$ cat config.mk
export PLATFORM = sky130hd
export DESIGN_NAME = systolic_tile_sequencer
export DESIGN_NICKNAME = d
export VERILOG_FILES = /design/src/rtl/systolic_pkg.sv /design/src/rtl/systolic_drain_timer.sv /design/src/rtl/systolic_tile_sequencer.sv
export SDC_FILE = /design/constraint.sdc
export NUM_CORES = 1
export LEC_CHECK = 0
export CORE_ASPECT_RATIO = 0.9
export CORE_UTILIZATION = 45
export DETAILED_ROUTE_END_ITERATION = 10
export DONT_BUFFER_PORTS = 1
export SLEW_MARGIN = 20
export SYNTH_ARGS = -nofsm -noshare
export SYNTH_HDL_FRONTEND = slang
export SYNTH_SLANG_ARGS = --single-unit
export TNS_END_PERCENT = 10
$ cat constraint.sdc
create_clock -name clk_i -period 3 [get_ports clk_i]
set_input_delay 0.6 -clock clk_i [delete_from_list [all_inputs] [get_ports clk_i]]
set_output_delay 0.6 -clock clk_i [all_outputs]
set_load 0.01 [all_outputs]
$ cat src/rtl/systolic_pkg.sv
// systolic_pkg
//   Shared types and width helpers for the systolic tile sequencer.
//   - seq_state_e : sequencer FSM states (3-bit encoding)
//   - cnt_width   : bits needed to hold the values 0..max_val
//   - tile_cnt_w  : width of a tile count (0..MAX_TILES)
//   - tile_idx_w  : width of a tile index (0..MAX_TILES-1)
//   - drain_cnt_w : width of the drain down-counter (0..DRAIN_CYCLES-1)
package systolic_pkg;

   typedef enum logic [2:0] {
      ST_IDLE   = 3'd0,
      ST_CLEAR  = 3'd1,
      ST_START  = 3'd2,
      ST_STREAM = 3'd3,
      ST_DRAIN  = 3'd4,
      ST_DONE   = 3'd5
   } seq_state_e;

   function automatic int cnt_width(input int max_val);
      int w;
      w = 1;
      while ((64'd1 << w) <= 64'(max_val)) w++;
      return w;
   endfunction

   function automatic int tile_cnt_w(input int max_tiles);
      return cnt_width(max_tiles);
   endfunction

   function automatic int tile_idx_w(input int max_tiles);
      return (max_tiles > 1) ? cnt_width(max_tiles - 1) : 1;
   endfunction

   function automatic int drain_cnt_w(input int drain_cycles);
      return (drain_cycles > 1) ? cnt_width(drain_cycles - 1) : 1;
   endfunction

endpackage

$ cat src/rtl/systolic_drain_timer.sv
// systolic_drain_timer
//   Loadable down-counter with a zero flag. Loading takes priority over
//   decrementing; the count holds at zero once it gets there.
//   Ports:
//     clk      clock
//     rst      synchronous active-high reset (count -> 0)
//     load     load load_val this cycle
//     load_val value to load
//     dec      decrement (ignored while the count is zero)
//     zero     count == 0
module systolic_drain_timer #(
   parameter int W = 4
) (
   input  logic         clk,
   input  logic         rst,
   input  logic         load,
   input  logic [W-1:0] load_val,
   input  logic         dec,
   output logic         zero
);

   logic [W-1:0] count;

   always_ff @(posedge clk) begin
      if (rst) begin
         count <= '0;
      end else if (load) begin
         count <= load_val;
      end else if (dec && (count != '0)) begin
         count <= count - W'(1);
      end
   end

   assign zero = (count == '0);

endmodule

$ cat src/rtl/systolic_tile_sequencer.sv
// systolic_tile_sequencer
//   Runs an N x N systolic array through a command of one or more tiles.
//   Per tile: clear the PE accumulators, pulse the row/column queue starts,
//   wait until both queues are empty, then time the array drain and flag
//   the tile done. The queues are held in reset outside a tile's stream.
//
//   Command handshake: a command is taken on any cycle where
//   cmd_valid_i && cmd_ready_o. cmd_ready_o is high only in IDLE, so
//   cmd_valid_i is ignored in every other state; cmd_valid_i may be held
//   high and is consumed once per visit to IDLE.
//
//   Optional feature: define SEQ_WATCHDOG_EN to add a STREAM timeout of
//   WDOG_CYCLES cycles that sets a sticky error_o and abandons the command.
//   Without it error_o is tied low and STREAM waits indefinitely.
//
//   Ports:
//     clk_i, rst_i         clock, synchronous active-high reset
//     cmd_valid_i/ready_o  command handshake
//     cmd_tiles_i          tiles in the command (saturates at MAX_TILES)
//     row_empty_i          row input queue empty (level)
//     col_empty_i          column input queue empty (level)
//     queue_rstn_o         active-low reset to both input queues
//     row_start_o          one-cycle row queue start
//     col_start_o          one-cycle column queue start
//     acc_clear_o          one-cycle PE accumulator clear
//     tile_done_o          one-cycle pulse at the end of each tile's drain
//     tile_idx_o           index of the current tile
//     done_o               one-cycle pulse at command completion
//     busy_o               sequencer not in IDLE
//     error_o              watchdog timeout, sticky until accept or reset
//     dbg_state            current FSM state (seq_state_e encoding)
module systolic_tile_sequencer
   import systolic_pkg::*;
#(
   parameter int N            = 8,
   parameter int MAX_TILES    = 16,
   parameter int DRAIN_CYCLES = 2 * N,
   parameter int WDOG_CYCLES  = 1024
) (
   input  logic                               clk_i,
   input  logic                               rst_i,
   input  logic                               cmd_valid_i,
   output logic                               cmd_ready_o,
   input  logic [tile_cnt_w(MAX_TILES)-1:0]   cmd_tiles_i,
   input  logic                               row_empty_i,
   input  logic                               col_empty_i,
   output logic                               queue_rstn_o,
   output logic                               row_start_o,
   output logic                               col_start_o,
   output logic                               acc_clear_o,
   output logic                               tile_done_o,
   output logic [tile_idx_w(MAX_TILES)-1:0]   tile_idx_o,
   output logic                               done_o,
   output logic                               busy_o,
   output logic                               error_o,
   output logic [2:0]                         dbg_state
);

   localparam int TW = tile_cnt_w(MAX_TILES);
   localparam int IW = tile_idx_w(MAX_TILES);
   localparam int DW = drain_cnt_w(DRAIN_CYCLES);
   localparam logic [TW-1:0] MAX_T      = TW'(MAX_TILES);
   localparam logic [DW-1:0] DRAIN_LOAD = DW'(DRAIN_CYCLES - 1);

   if (DRAIN_CYCLES < 1 || MAX_TILES < 1 || WDOG_CYCLES < 1) begin : g_cfg_check
      $error("systolic_tile_sequencer: DRAIN_CYCLES, MAX_TILES and WDOG_CYCLES must be >= 1");
   end

   seq_state_e    state, state_next;
   logic [TW-1:0] tiles_q;
   logic [IW-1:0] tile_idx_q;
   logic          error_q;
   logic          drain_zero;
   logic          wdog_hit;
   logic          accept;
   logic          both_empty;
   logic          last_tile;

   assign accept     = cmd_valid_i && cmd_ready_o;
   assign both_empty = row_empty_i && col_empty_i;
   // tiles_q >= 1 whenever a tile is running, so idx+1 == tiles avoids underflow
   assign last_tile  = ((TW'(tile_idx_q) + TW'(1)) == tiles_q);

   // Drain timer is loaded on the STREAM->DRAIN transition so DRAIN lasts
   // exactly DRAIN_CYCLES cycles; tile_done_o fires on its zero cycle.
   systolic_drain_timer #(
      .W (DW)
   ) u_drain_timer (
      .clk      (clk_i),
      .rst      (rst_i),
      .load     ((state == ST_STREAM) && both_empty),
      .load_val (DRAIN_LOAD),
      .dec      (state == ST_DRAIN),
      .zero     (drain_zero)
   );

   always_ff @(posedge clk_i) begin
      if (rst_i) begin
         state <= ST_IDLE;
      end else begin
         state <= state_next;
      end
   end

   always_comb begin
      state_next = state;
      case (state)
         ST_IDLE: begin
            if (cmd_valid_i) begin
               state_next = (cmd_tiles_i != '0) ? ST_CLEAR : ST_DONE;
            end
         end
         ST_CLEAR:  state_next = ST_START;
         ST_START:  state_next = ST_STREAM;
         ST_STREAM: begin
            // Completion wins over a timeout landing in the same cycle.
            if (both_empty) begin
               state_next = ST_DRAIN;
            end else if (wdog_hit) begin
               state_next = ST_IDLE;
            end
         end
         ST_DRAIN: begin
            if (drain_zero) begin
               state_next = last_tile ? ST_DONE : ST_CLEAR;
            end
         end
         ST_DONE:   state_next = ST_IDLE;
         default:   state_next = ST_IDLE;
      endcase
   end

   // Outputs decode from the registered state only.
   always_comb begin
      cmd_ready_o  = 1'b0;
      busy_o       = 1'b1;
      queue_rstn_o = 1'b0;
      row_start_o  = 1'b0;
      col_start_o  = 1'b0;
      acc_clear_o  = 1'b0;
      tile_done_o  = 1'b0;
      done_o       = 1'b0;
      case (state)
         ST_IDLE: begin
            cmd_ready_o = 1'b1;
            busy_o      = 1'b0;
         end
         ST_CLEAR: acc_clear_o = 1'b1;
         ST_START: begin
            queue_rstn_o = 1'b1;
            row_start_o  = 1'b1;
            col_start_o  = 1'b1;
         end
         ST_STREAM: queue_rstn_o = 1'b1;
         ST_DRAIN: begin
            queue_rstn_o = 1'b1;
            tile_done_o  = drain_zero;
         end
         ST_DONE:  done_o = 1'b1;
         default: ;
      endcase
   end

   always_ff @(posedge clk_i) begin
      if (rst_i) begin
         tiles_q    <= '0;
         tile_idx_q <= '0;
      end else if (accept) begin
         tiles_q    <= (cmd_tiles_i > MAX_T) ? MAX_T : cmd_tiles_i;
         tile_idx_q <= '0;
      end else if ((state == ST_DRAIN) && drain_zero && !last_tile) begin
         tile_idx_q <= tile_idx_q + IW'(1);
      end
   end

`ifdef SEQ_WATCHDOG_EN
   localparam int WW = cnt_width(WDOG_CYCLES);
   logic [WW-1:0] wdog_q;

   // Counter is 0 on the first STREAM cycle, so the timeout is taken on the
   // cycle it reaches WDOG_CYCLES-1 and IDLE follows WDOG_CYCLES cycles
   // after STREAM entry.
   assign wdog_hit = (state == ST_STREAM) && (wdog_q == WW'(WDOG_CYCLES - 1));

   always_ff @(posedge clk_i) begin
      if (rst_i) begin
         wdog_q  <= '0;
         error_q <= 1'b0;
      end else begin
         if (state == ST_START) begin
            wdog_q <= '0;
         end else if (state == ST_STREAM) begin
            wdog_q <= wdog_q + WW'(1);
         end
         if (accept) begin
            error_q <= 1'b0;
         end else if (wdog_hit && !both_empty) begin
            error_q <= 1'b1;
         end
      end
   end
`else
   assign wdog_hit = 1'b0;
   assign error_q  = 1'b0;
`endif

   assign tile_idx_o = tile_idx_q;
   assign error_o    = error_q;
   assign dbg_state  = state;

endmodule

== Word level (Yosys, flattened, before mapping) ==
Index checks and enable logic that the tools add are counted.

* Register bits after elaboration: 16
* Output and inout port bits: 16
* Input port bits: 10
* Logic and storage cells: 48

* Equal/unequal tests: 9
* $lt $le $gt $ge: 1
* $add $sub $neg: 3
* Mux-type cells: 16
* Reductions and logical operators: 15

{| class="wikitable"
|+ Operators with widths
! cell !! count
|-
| $mux 3 || 5
|-
| $pmux 3 s5 || 1
|-
| $mux 4 || 2
|-
| $mux 1 || 7
|-
| $eq 3x2->1 const B || 2
|-
| $eq 3x3->1 const B || 2
|-
| $logic_and 1x1->1 || 6
|-
| $ne 2x2->1 const B || 3
|-
| $add 4x1->5 const B || 1
|-
| $eq 5x5->1 || 1
|-
| $gt 5x5->1 const B || 1
|-
| $mux 5 || 1
|-
| $reduce_bool 5->1 || 1
|-
| $add 4x1->4 const B || 1
|-
| $logic_not 4->1 || 1
|-
| $reduce_bool 4->1 || 1
|-
| $sub 4x1->4 const B || 1
|-
| $eq 3x1->1 const B || 1
|-
| $logic_not 3->1 || 1
|-
| $reduce_and 3->1 || 1
|-
| $reduce_or 3->1 || 1
|-
| $reduce_bool 2->1 || 1
|-
| $reduce_or 2->1 || 1
|-
| $logic_not 1->1 || 1
|}

== Logic depth before layout (Yosys ltp) ==
Gate-level depths: netlist (run 1).

* Depth in word-level cells: 5
* Gate-level depth with buffers: 8
* Depth with buffers taken out: 8

== Hierarchy ==
A second synthesis (run 1) with hierarchy kept.

* Cells, all modules: 119
* Area, all modules: 989.7 µm²

{| class="wikitable"
|+ Modules (own cells, without submodules)
! module !! instances !! cells an instance !! seq. area each (µm²) !! area each (µm²)
|-
| systolic_tile_sequencer || 1 || 90 || 240.2 || 726.9
|-
| systolic_drain_timer || 1 || 29 || 80.1 || 262.8
|}

== Worst setup path after synthesis (run 1) ==
OpenSTA, ideal clock, no wires.

* Kind: register to register
* Start point: reg tile_idx_q[0], in the netlist tile_idx_o[0]
* End point: reg state[2], in the netlist dbg_state[2]
* Clock period less this slack: 1.703 ns
* Setup slack: 1.297 ns
* Data required time: 2.908 ns
* Library setup time: 0.092 ns
* Cell stages (with the launch flop): 7
* Arrival: 1.611 ns
* Path buffers: 0
* Cells stage by stage: dfxtp_1 > ha_1 > xnor2_1 > xnor2_1 > nor4_4 > a311oi_1 > nor4_1

* Longest elaborated chain between the ends: 5

{| class="wikitable"
|+ RTL lines
! what !! RTL line !! source
|-
| from (decl) || systolic_tile_sequencer.sv:71 || <nowiki>logic [IW-1:0] tile_idx_q;</nowiki>
|-
| from (signal assigned) || systolic_tile_sequencer.sv:172 || <nowiki>tile_idx_q <= tile_idx_q + IW'(1);</nowiki>
|-
| $add 4x1->5 || systolic_tile_sequencer.sv:82 || <nowiki>assign last_tile = ((TW'(tile_idx_q) + TW'(1)) == tiles_q);</nowiki>
|-
| $eq 5x5->1 || systolic_tile_sequencer.sv:82 ||
|-
| $mux 3 || systolic_tile_sequencer.sv:125 || <nowiki>state_next = last_tile ? ST_DONE : ST_CLEAR;</nowiki>
|-
| $mux 3 || systolic_tile_sequencer.sv:124 || <nowiki>if (drain_zero) begin</nowiki>
|-
| $pmux 3 s5 || systolic_tile_sequencer.sv:107 || <nowiki>case (state)</nowiki>
|-
| to (signal assigned) || systolic_tile_sequencer.sv:101 || <nowiki>state <= state_next;</nowiki>
|-
| to (decl) || systolic_tile_sequencer.sv:69 || <nowiki>seq_state_e state, state_next;</nowiki>
|}

Every way passes these cells. The select of a mux whose other input is x is not followed.
A chain may end at the register's enable or synchronous reset.

== Worst setup path after layout (run 1) ==
* Start point: reg u_drain_timer.count[0]
* End point: out tile_done_o

* Longest elaborated chain between the ends: 2

{| class="wikitable"
|+ RTL lines
! what !! RTL line !! source
|-
| from (decl) || systolic_drain_timer.sv:22 || <nowiki>logic [W-1:0] count;</nowiki>
|-
| from (signal assigned) || systolic_drain_timer.sv:28 || <nowiki>count <= load_val;</nowiki>
|-
| from (signal assigned) || systolic_drain_timer.sv:30 || <nowiki>count <= count - W'(1);</nowiki>
|-
| $logic_not 4->1 || systolic_drain_timer.sv:34 || <nowiki>assign zero = (count == '0);</nowiki>
|-
| $mux 1 || systolic_tile_sequencer.sv:143 || <nowiki>case (state)</nowiki>
|-
| to (decl) || systolic_tile_sequencer.sv:51 || <nowiki>output logic tile_done_o,</nowiki>
|}

Every way passes these cells.

==> impl_metrics.yaml, run 1 <==
status:
  status: "completed"
routing:
  dr.first_iter.drc_count: 8
  wl_per_cell_um: 12.8
  drt_wl_total_mm: 1.74
  drtAntennaViolNets: 0
  drc: 0
  viasPerCell: 5.60
  vias: 762
  firstDrtPassIters: 4
critical_path:
  start_kind: "flop"
  critical_path_class: "reg -> out"
  cp-end-kind: "primary output"
  cp_max_fo: 6
  required_ns: 2.40
  reg2regPathDepth: 6
  crit_arrival_ns: 1.50
finish:
  syn2layout_area_growth_pct: 3.33
  seq_area_um2: 320
  fillCellCount: 178
  insertedDiodeCount: 0
  drive_gt1_share_pct: 5.36
  nets: 125
  multi_input_area_um2: 529
placement:
  gp_routability_congestion: 0.846
  dp_hpwl_mm: 1.29
  port_buffers: 0
clock_tree:
  clkLatencyLatePin_ns: 0.29
  tritoncts: "done"
  clk_pin_slew_ns: 0.09
  cts_buffers: 3
  cts_max_level: 1
  clockBufferDepth: 2
  post_cts_resized: 0
  postCtsSetupBuffers: 0
  clock_sinks: 16
  holdBufCountCts: 0
  cts_root_buf: "clkbuf_4"
yosys:
  syn_nets: 127
  ys_seq_area_share_pct: 35.6
  ys.flop_type: "dfxtp_1"
  syn-instance-count: 115
  netlist_top_cells_count: "19 x nand2_1, 16 x dfxtp_1, 13 x a21oi_1"
  avgSynthCellArea_um2: 7.83
  ys_warn_count: 0
  synth_top_area_share_pct: 35.6
  ys_async_sr_fraction_pct: 0
  synth-seq-cells: 16
  synth_area_um2: 901
  ys_types: 32
  yosysMostFrequentCell: "nand2_1"
  synth_edf_count: 0
  synth_area_leaders: "dfxtp_1 36%, nand2_1 7.9%, a21oi_1 7.2%"
  yosysTopAreaCell: "dfxtp_1"
worst_hold_path:
  hold_class: "in -> reg"
  min_path_cells: 1
power_and_ir_drop:
  p_leak_uw: 0.000338
  power_density_nw_per_um2: 477
  irDropWorstVdd_mv: 0.291
floorplanning:
  rows: 14
  design.core.area_um2: 1770
  die_h_um: 44.4
  die_w_um: 49.2
  initial_utilization_pct: 50.9
  die_area_um2: 2190
  ios: 26
sta:
  post-route-min-period_ns: 2.10
  rsz0062_at_grt: "no"
  setup_tns_ns: 0
  fmax_mhz: 476
  report.final.slew_viol_count: 0
  fin_skew_ns: 0.00500
  hold_viol: 0
  setup_viol: 0
  fin_hold_ws_ns: 0.369
  finalCritPeriodShare_pct: 70.0
global_route:
  grt_usage_pct: 18.1
  grt_pass1_wl_mm: 2.95
  grt_max_degree: 15
  overflow: 0
  antenna_found_initial: 0
  grt_pass1_vias: 673
run:
  cap_violations: 0
[kinds of logic (layout without fill, tap and decap cells)]
kind of cell,Yosys count,in the layout,share of synthesized area (%)
DFF,16,16,35.6
AOI/OAI and AO/OA,22,22,13.9
other,1,1,0.416
and+or+nand+nor,53,53,31.9
xor gates and xnor gates,10,10,9.72
buffers and inverters,11,8,5.69
adders and majority gates,2,2,2.78
[final timing paths]
check	start	endpoint	slack [ns]
worst max register to register	tile_idx_o[0]$_SDFFE_PP0P_	dbg_state[2]$_SDFFE_PP0P_	1.08
worst min-delay path	rst_i	tiles_q[0]$_SDFFE_PP0P_	0.37
worst min register to register	tiles_q[3]$_SDFFE_PP0P_	tiles_q[3]$_SDFFE_PP0P_	0.46
worst max-delay path	u_drain_timer.count[0]$_SDFFE_PP0P_	tile_done_o	0.90
[through the flow]
step	power [uW]	area (um2)	util [%]	std cells	setup WS, ns
floorplan	304	901	-	115	1.30
global placement	307	895	50.6	132	1.10
detailed placement	308	895	50.6	132	1.10
CTS	448	931	52.6	136	0.865
global route	470	931	52.6	136	0.710
finish	444	931	52.6	136	0.900
[cells in the final DEF (no fill, tap or decap)]
master	n
a2111oi_0	1
a21o_1	1
a21oi_1	13
a311oi_1	1
and2_1	1
and3b_1	1
clkbuf_4	3
clkbuf_8	1
conb_1	1
dfxtp_1	16
ha_1	2
inv_1	4
nand2_1	19
nand2b_1	2
nand3_1	5
nand3b_1	4
nand4b_1	1
nor2_1	8
nor3_1	2
nor3b_1	2
nor4_1	2
nor4_4	1
o211ai_1	1
o21ai_0	4
o31ai_1	1
or3_1	2
or3_2	1
or3b_1	1
or4_1	1
xnor2_1	6
xor2_1	4
[power by group]
group	internal, uW	switching [uW]	total (uW)
registers	222	18.0	240
logic	22.3	41.9	64.3
clock network	74.0	65.7	140
[flip-flops by register name, indices dropped and copies added, names as in the netlist]
signal,flops
tiles_q,5
dbg_state,3
u_drain_timer.count,4
tile_idx_o,4
[area by class of cell]
type / instances / area share, %
tap: 24 / 3.23
inverter: 4 / 1.61
clock buffer: 4 / 3.90
sequential: 16 / 34.4
multi-input combinational: 88 / 56.9
[critical path, stage by stage (launching register included)]
cell,delay [ns]
dfxtp_1,0.34
inv_1,0.06
ha_1,0.14
nor3b_1,0.26
nand3_1,0.21
inv_1,0.20
[per-layer routing]
metal / GRT usage [%] / vias up / wire (um)
met5: 0 / - / 0
met4: 7.06 / 0 / 22
met3: 6.87 / 4 / 140
met2: 26.8 / 25 / 701
met1: 23.7 / 342 / 878
li1: - / 391 / -
(Power assumes the default switching activity.)
==> inputs of run 2 (changes only) <==
clock period = 1.7 ns   (was 3 ns; I/O delays follow)
==> impl_metrics.yaml, run 2 (same netlist as run 1, synthesis figures left out) <==
floorplanning:
  rows: 14
  initial_utilization_pct: 50.9
  die_h_um: 44.4
  die_w_um: 49.2
  design.core.area_um2: 1770
  ios: 26
  die_area_um2: 2190
critical_path:
  start_kind: "flop"
  required_ns: 1.91
  cp_max_fo: 4
  cp-end-kind: "flop"
  crit_arrival_ns: 1.95
  critical_path_class: "reg -> reg"
sta:
  fmax_mhz: 576
  hold_viol: 0
  rsz0062_at_grt: "yes"
  post-route-min-period_ns: 1.74
  fin_skew_ns: 0.000597
  report.final.slew_viol_count: 0
  finalCritPeriodShare_pct: 102
  timing.final.ws_setup_ns: -0.0361
  setup_viol: 4
routing:
  firstDrtPassIters: 5
  drt_wl_total_mm: 2.48
  drc: 0
  wl_per_cell_um: 15.6
  dr.first_iter.drc_count: 15
  vias: 899
  viasPerCell: 5.65
  drtAntennaViolNets: 0
finish:
  layout_commonest_cell: "buf_4"
  drive_gt1_share_pct: 39.3
  insertedDiodeCount: 0
  fin_area_um2: 1260
  largest_reg_flops: 5
  final_cell_mix: "21 x buf_4, 18 x nand2_1, 13 x a21oi_1"
  fin_util_pct: 71.1
  syn2layout_area_growth_pct: 39.6
  nets: 148
  regMostFlops: "tiles_q"
placement:
  port_buffers: 0
  gp_routability_congestion: 0.877
  placed_area_um2: 1020
  dp_hpwl_mm: 1.49
clock_tree:
  holdBufCountCts: 0
  clkLatencyLatePin_ns: 0.29
  cts_max_level: 1
  cts_buffers: 3
  tritoncts: "done"
  clk_pin_slew_ns: 0.09
  clockBufferDepth: 2
  clock_sinks: 16
  cts_root_buf: "clkbuf_4"
run:
  cap_violations: 0
global_route:
  antenna_found_initial: 0
  grt_pass1_wl_mm: 3.61
  grt_max_degree: 15
  grt_pass1_vias: 787
  overflow: 0
  grt_usage_pct: 21.4
status:
  status: "finished with violations"
  failed_checks: "negative setup slack"
power_and_ir_drop:
  p_leak_uw: 0.000487
  irDropWorstVdd_mv: 0.640
  power_density_nw_per_um2: 696
worst_hold_path:
  hold_class: "in -> reg"
[run 2: cell count changes in the layout (fill, tap and decap cells not counted), moves of 5 or more]
cell,before,now
buf_4,0,21
xnor2_1,6,1
dfxtp_2,0,6
dfxtp_1,16,10
[run 2: final timing paths]
kind | endpoint | cells past startpoint | slack (ns) | startpoint
min | u_drain_timer.count[0]$_SDFFE_PP0P_ | 1 | 0.10 | rst_i
max reg2reg | tile_idx_o[0]$_SDFFE_PP0P_ | 6 | -0.04 | tile_idx_o[1]$_SDFFE_PP0P_
min reg2reg | tiles_q[0]$_SDFFE_PP0P_ | 2 | 0.49 | tiles_q[0]$_SDFFE_PP0P_
max | tile_idx_o[0]$_SDFFE_PP0P_ | 6 | -0.04 | tile_idx_o[1]$_SDFFE_PP0P_
[run 2: worst max-delay path, stage by stage (launching register included)]
cell and delay, ns:
dfxtp_2 0.37, ha_4 0.19, nand3_1 0.15, xnor2_2 0.26, nor4_4 0.08, or3_2 0.42, a21oi_1 0.18
[run 2: power by group]
group	internal (uW)	switching, uW
clock	131	122
combinational	94.0	112
sequential	392	23.8
total	617	258
[run 2: stage by stage]
step / cells / hold slack [ns] / power (uW) / TNS [ns] / setup WS (ns)
floorplan: 115 / 0.416 / 537 / 0 / 0.00414
detailed placement: 149 / 0.414 / 586 / -0.124 / -0.110
CTS: 154 / 0.0982 / 844 / -0.00915 / -0.00915
finish: 159 / 0.102 / 875 / -0.0771 / -0.0361
global route: 159 / 0.0890 / 912 / -0.595 / -0.136
global placement: 149 / 0.412 / 583 / -0.0776 / -0.0776
[run 2: per-layer routing]
metal	part of all wire, %	global-route usage [%]	vias up
li1	-	-	435
met1	44	29.1	415
met2	48	32.1	47
met3	8.1	6.87	2
met4	0.36	7.06	0
met5	0	0	-
[run 2: layout make-up]
type | count | area [um2]
repair buffers | 22 | 169
flip-flops and latches | 16 | 328
well taps | 24 | 30.0
inverters | 4 | 15.0
multi-input cells | 89 | 679
clock buffers | 4 | 36.3
fillers | 140 | 512
[run 2: repair_timing]
item                                    in CTS  in global routing
gates cloned                                 1                  0
resized for setup                           11                 19
setup buffers                                0                  5
endpoints found under the setup margin       7                 10
pin swaps                                    3                 11
==> inputs of run 3 (changes only) <==
CORE_MARGIN = 2   (was unset)
PLACE_DENSITY_LB_ADDON = 0.08   (was unset)
==> impl_metrics.yaml, run 3 (same netlist as run 1, synthesis figures left out) <==
sta:
  report.final.slew_viol_count: 0
  fin_hold_ws_ns: 0.118
  finalCritPeriodShare_pct: 101
  setup_viol: 1
  fin_skew_ns: 0.00558
  timing.final.ws_setup_ns: -0.0149
  rsz0062_at_grt: "yes"
  fmax_mhz: 583
  hold_viol: 0
  setup_tns_ns: -0.0149
  post-route-min-period_ns: 1.71
run:
  cap_violations: 0
global_route:
  grt_usage_pct: 19.3
  grt_use_met2_pct: 30.6
  met1_usage_pct: 26.8
  antenna_found_initial: 0
  overflow: 0
  top_usage_layer: "met2"
  grt_max_degree: 15
  grtUsageMet3_pct: 4.22
  grt_pass1_wl_mm: 3.42
  grt_pass1_vias: 796
placement:
  placed_area_um2: 1020
  dp_hpwl_mm: 1.54
  gp_routability_congestion: 0.847
  dp.cells: 149
  port_buffers: 0
floorplanning:
  ios: 26
  initial_utilization_pct: 47.5
  design.core.area_um2: 1900
  rows: 15
  die_area_um2: 2380
  die_h_um: 46.4
  die_w_um: 51.2
routing:
  wl_per_cell_um: 14.0
  vias: 885
  viasPerCell: 5.64
  drt_wl_total_mm: 2.20
  firstDrtPassIters: 4
  drtAntennaViolNets: 0
  dr.first_iter.drc_count: 33
  drc: 0
critical_path:
  cp-end-kind: "flop"
  slowest_delay_ns: 0.40
  timing.rr.start: "tile_idx_o[1]$_SDFFE_PP0P_"
  crit_arrival_ns: 1.92
  timing.critical_path.cells: "ha_4, nand3_1, xnor2_2, nor4_4, buf_4, or3_2, a21oi_1"
  reg2reg_slack_ns: -0.01
  cp_max_fo: 5
  reg2regPathDepth: 7
  start_kind: "flop"
  r2r-end: "tile_idx_o[0]$_SDFFE_PP0P_"
  startpoint: "tile_idx_o[1]$_SDFFE_PP0P_"
  critical_path_class: "reg -> reg"
  cp_slowest_cell: "or3_2"
  required_ns: 1.91
worst_hold_path:
  min_from: "rst_i"
  worstHoldEndpoint: "u_drain_timer.count[1]$_SDFFE_PP0P_"
  hold_class: "in -> reg"
  min_path_cells: 1
clock_tree:
  cts_buffers: 3
  tritoncts: "done"
  cts_root_buf: "clkbuf_4"
  clk_pin_slew_ns: 0.09
  holdBufCountCts: 0
  clock_sinks: 16
  clkLatencyLatePin_ns: 0.27
  cts_max_level: 1
  clockBufferDepth: 2
power_and_ir_drop:
  switching_share_pct: 29.7
  pwr-share-seq_pct: 51.9
  irDropWorstVdd_mv: 0.437
  power_uw: 798
  power.switching_uw: 237
  p_leak_uw: 0.000477
  power_density_nw_per_um2: 667
  comb_power_share_pct: 24.0
  p_int_uw: 561
  clkPwrFrac_pct: 24.1
finish:
  layout_commonest_cell: "buf_4"
  largest_reg_flops: 5
  fin_area_um2: 1200
  nets: 146
  syn2layout_area_growth_pct: 32.8
  insertedDiodeCount: 0
  final_cell_mix: "20 x buf_4, 19 x nand2_1, 13 x a21oi_1"
  drive_gt1_share_pct: 35.6
  regMostFlops: "tiles_q"
  stdcell_count: 157
status:
  failed_checks: "negative setup slack"
  status: "finished with violations"
-- run 3: cell count changes in the layout (fill, tap and decap cells not counted), sizes merged --
cell | before | now
buf | 22 | 21
clkbuf | 4 | 3
nor4 | 4 | 3
-- run 3: final cells by class --
cell class	count	area, um2
Fill cell	162	699
Multi-Input combinational cell	88	639
Sequential cell	16	327
Timing Repair Buffer	21	161
Tap cell	25	31.3
Clock buffer	3	22.5
Inverter	4	15.0
-- run 3: critical path: cells and delay by family (launching register included) --
kind | cells | cell delay [ns]
buffers and inverters | 1 | 0.14
flip-flops | 1 | 0.37
AO/OA/AOI/OAI | 1 | 0.14
adder cells (fa/ha/maj) | 1 | 0.18
XOR/XNOR | 1 | 0.20
AND/OR/NAND/NOR | 3 | 0.62
-- run 3: metrics by stage --
stage	setup slack, ns	utilization (%)
floorplan	0.00414	-
global route	-0.0993	63.1
finish	-0.0149	63.1
CTS	-0.0281	59.6
detailed placement	-0.123	53.7
global placement	-0.0895	53.7
-- run 3: worst max-delay path by stage --
stage	endpoint	slack, ns	depth (start not counted)
global placement	dbg_state[2]$_SDFFE_PP0P_	-0.09	6
floorplan	dbg_state[2]$_SDFFE_PP0P_	0.004	6
finish	tile_idx_o[0]$_SDFFE_PP0P_	-0.01	7
CTS	dbg_state[2]$_SDFFE_PP0P_	-0.03	6
global route	dbg_state[2]$_SDFFE_PP0P_	-0.1	6
detailed placement	dbg_state[2]$_SDFFE_PP0P_	-0.12	6
-- run 3: per-layer routing --
layer  wire [um]  vias to the layer above
li1            -                      435
met1         963                      417
met2        1030                       31
met3         192                        2
met4          12                        0
met5           0                        -
-- run 3: power by group through the flow --
stage	combinational, uW	clock [uW]	sequential [uW]
floorplan	124	0	413
detailed placement	167	0	419
finish	191	193	414
global placement	164	0	419
CTS	179	196	412
global route	214	217	417
-- run 3: what timing repair did --
item | CTS | global route
resized for setup | 12 | 14
setup buffers | 3 | 2
pin swaps | 6 | 10
endpoints found under the setup margin | 6 | 10
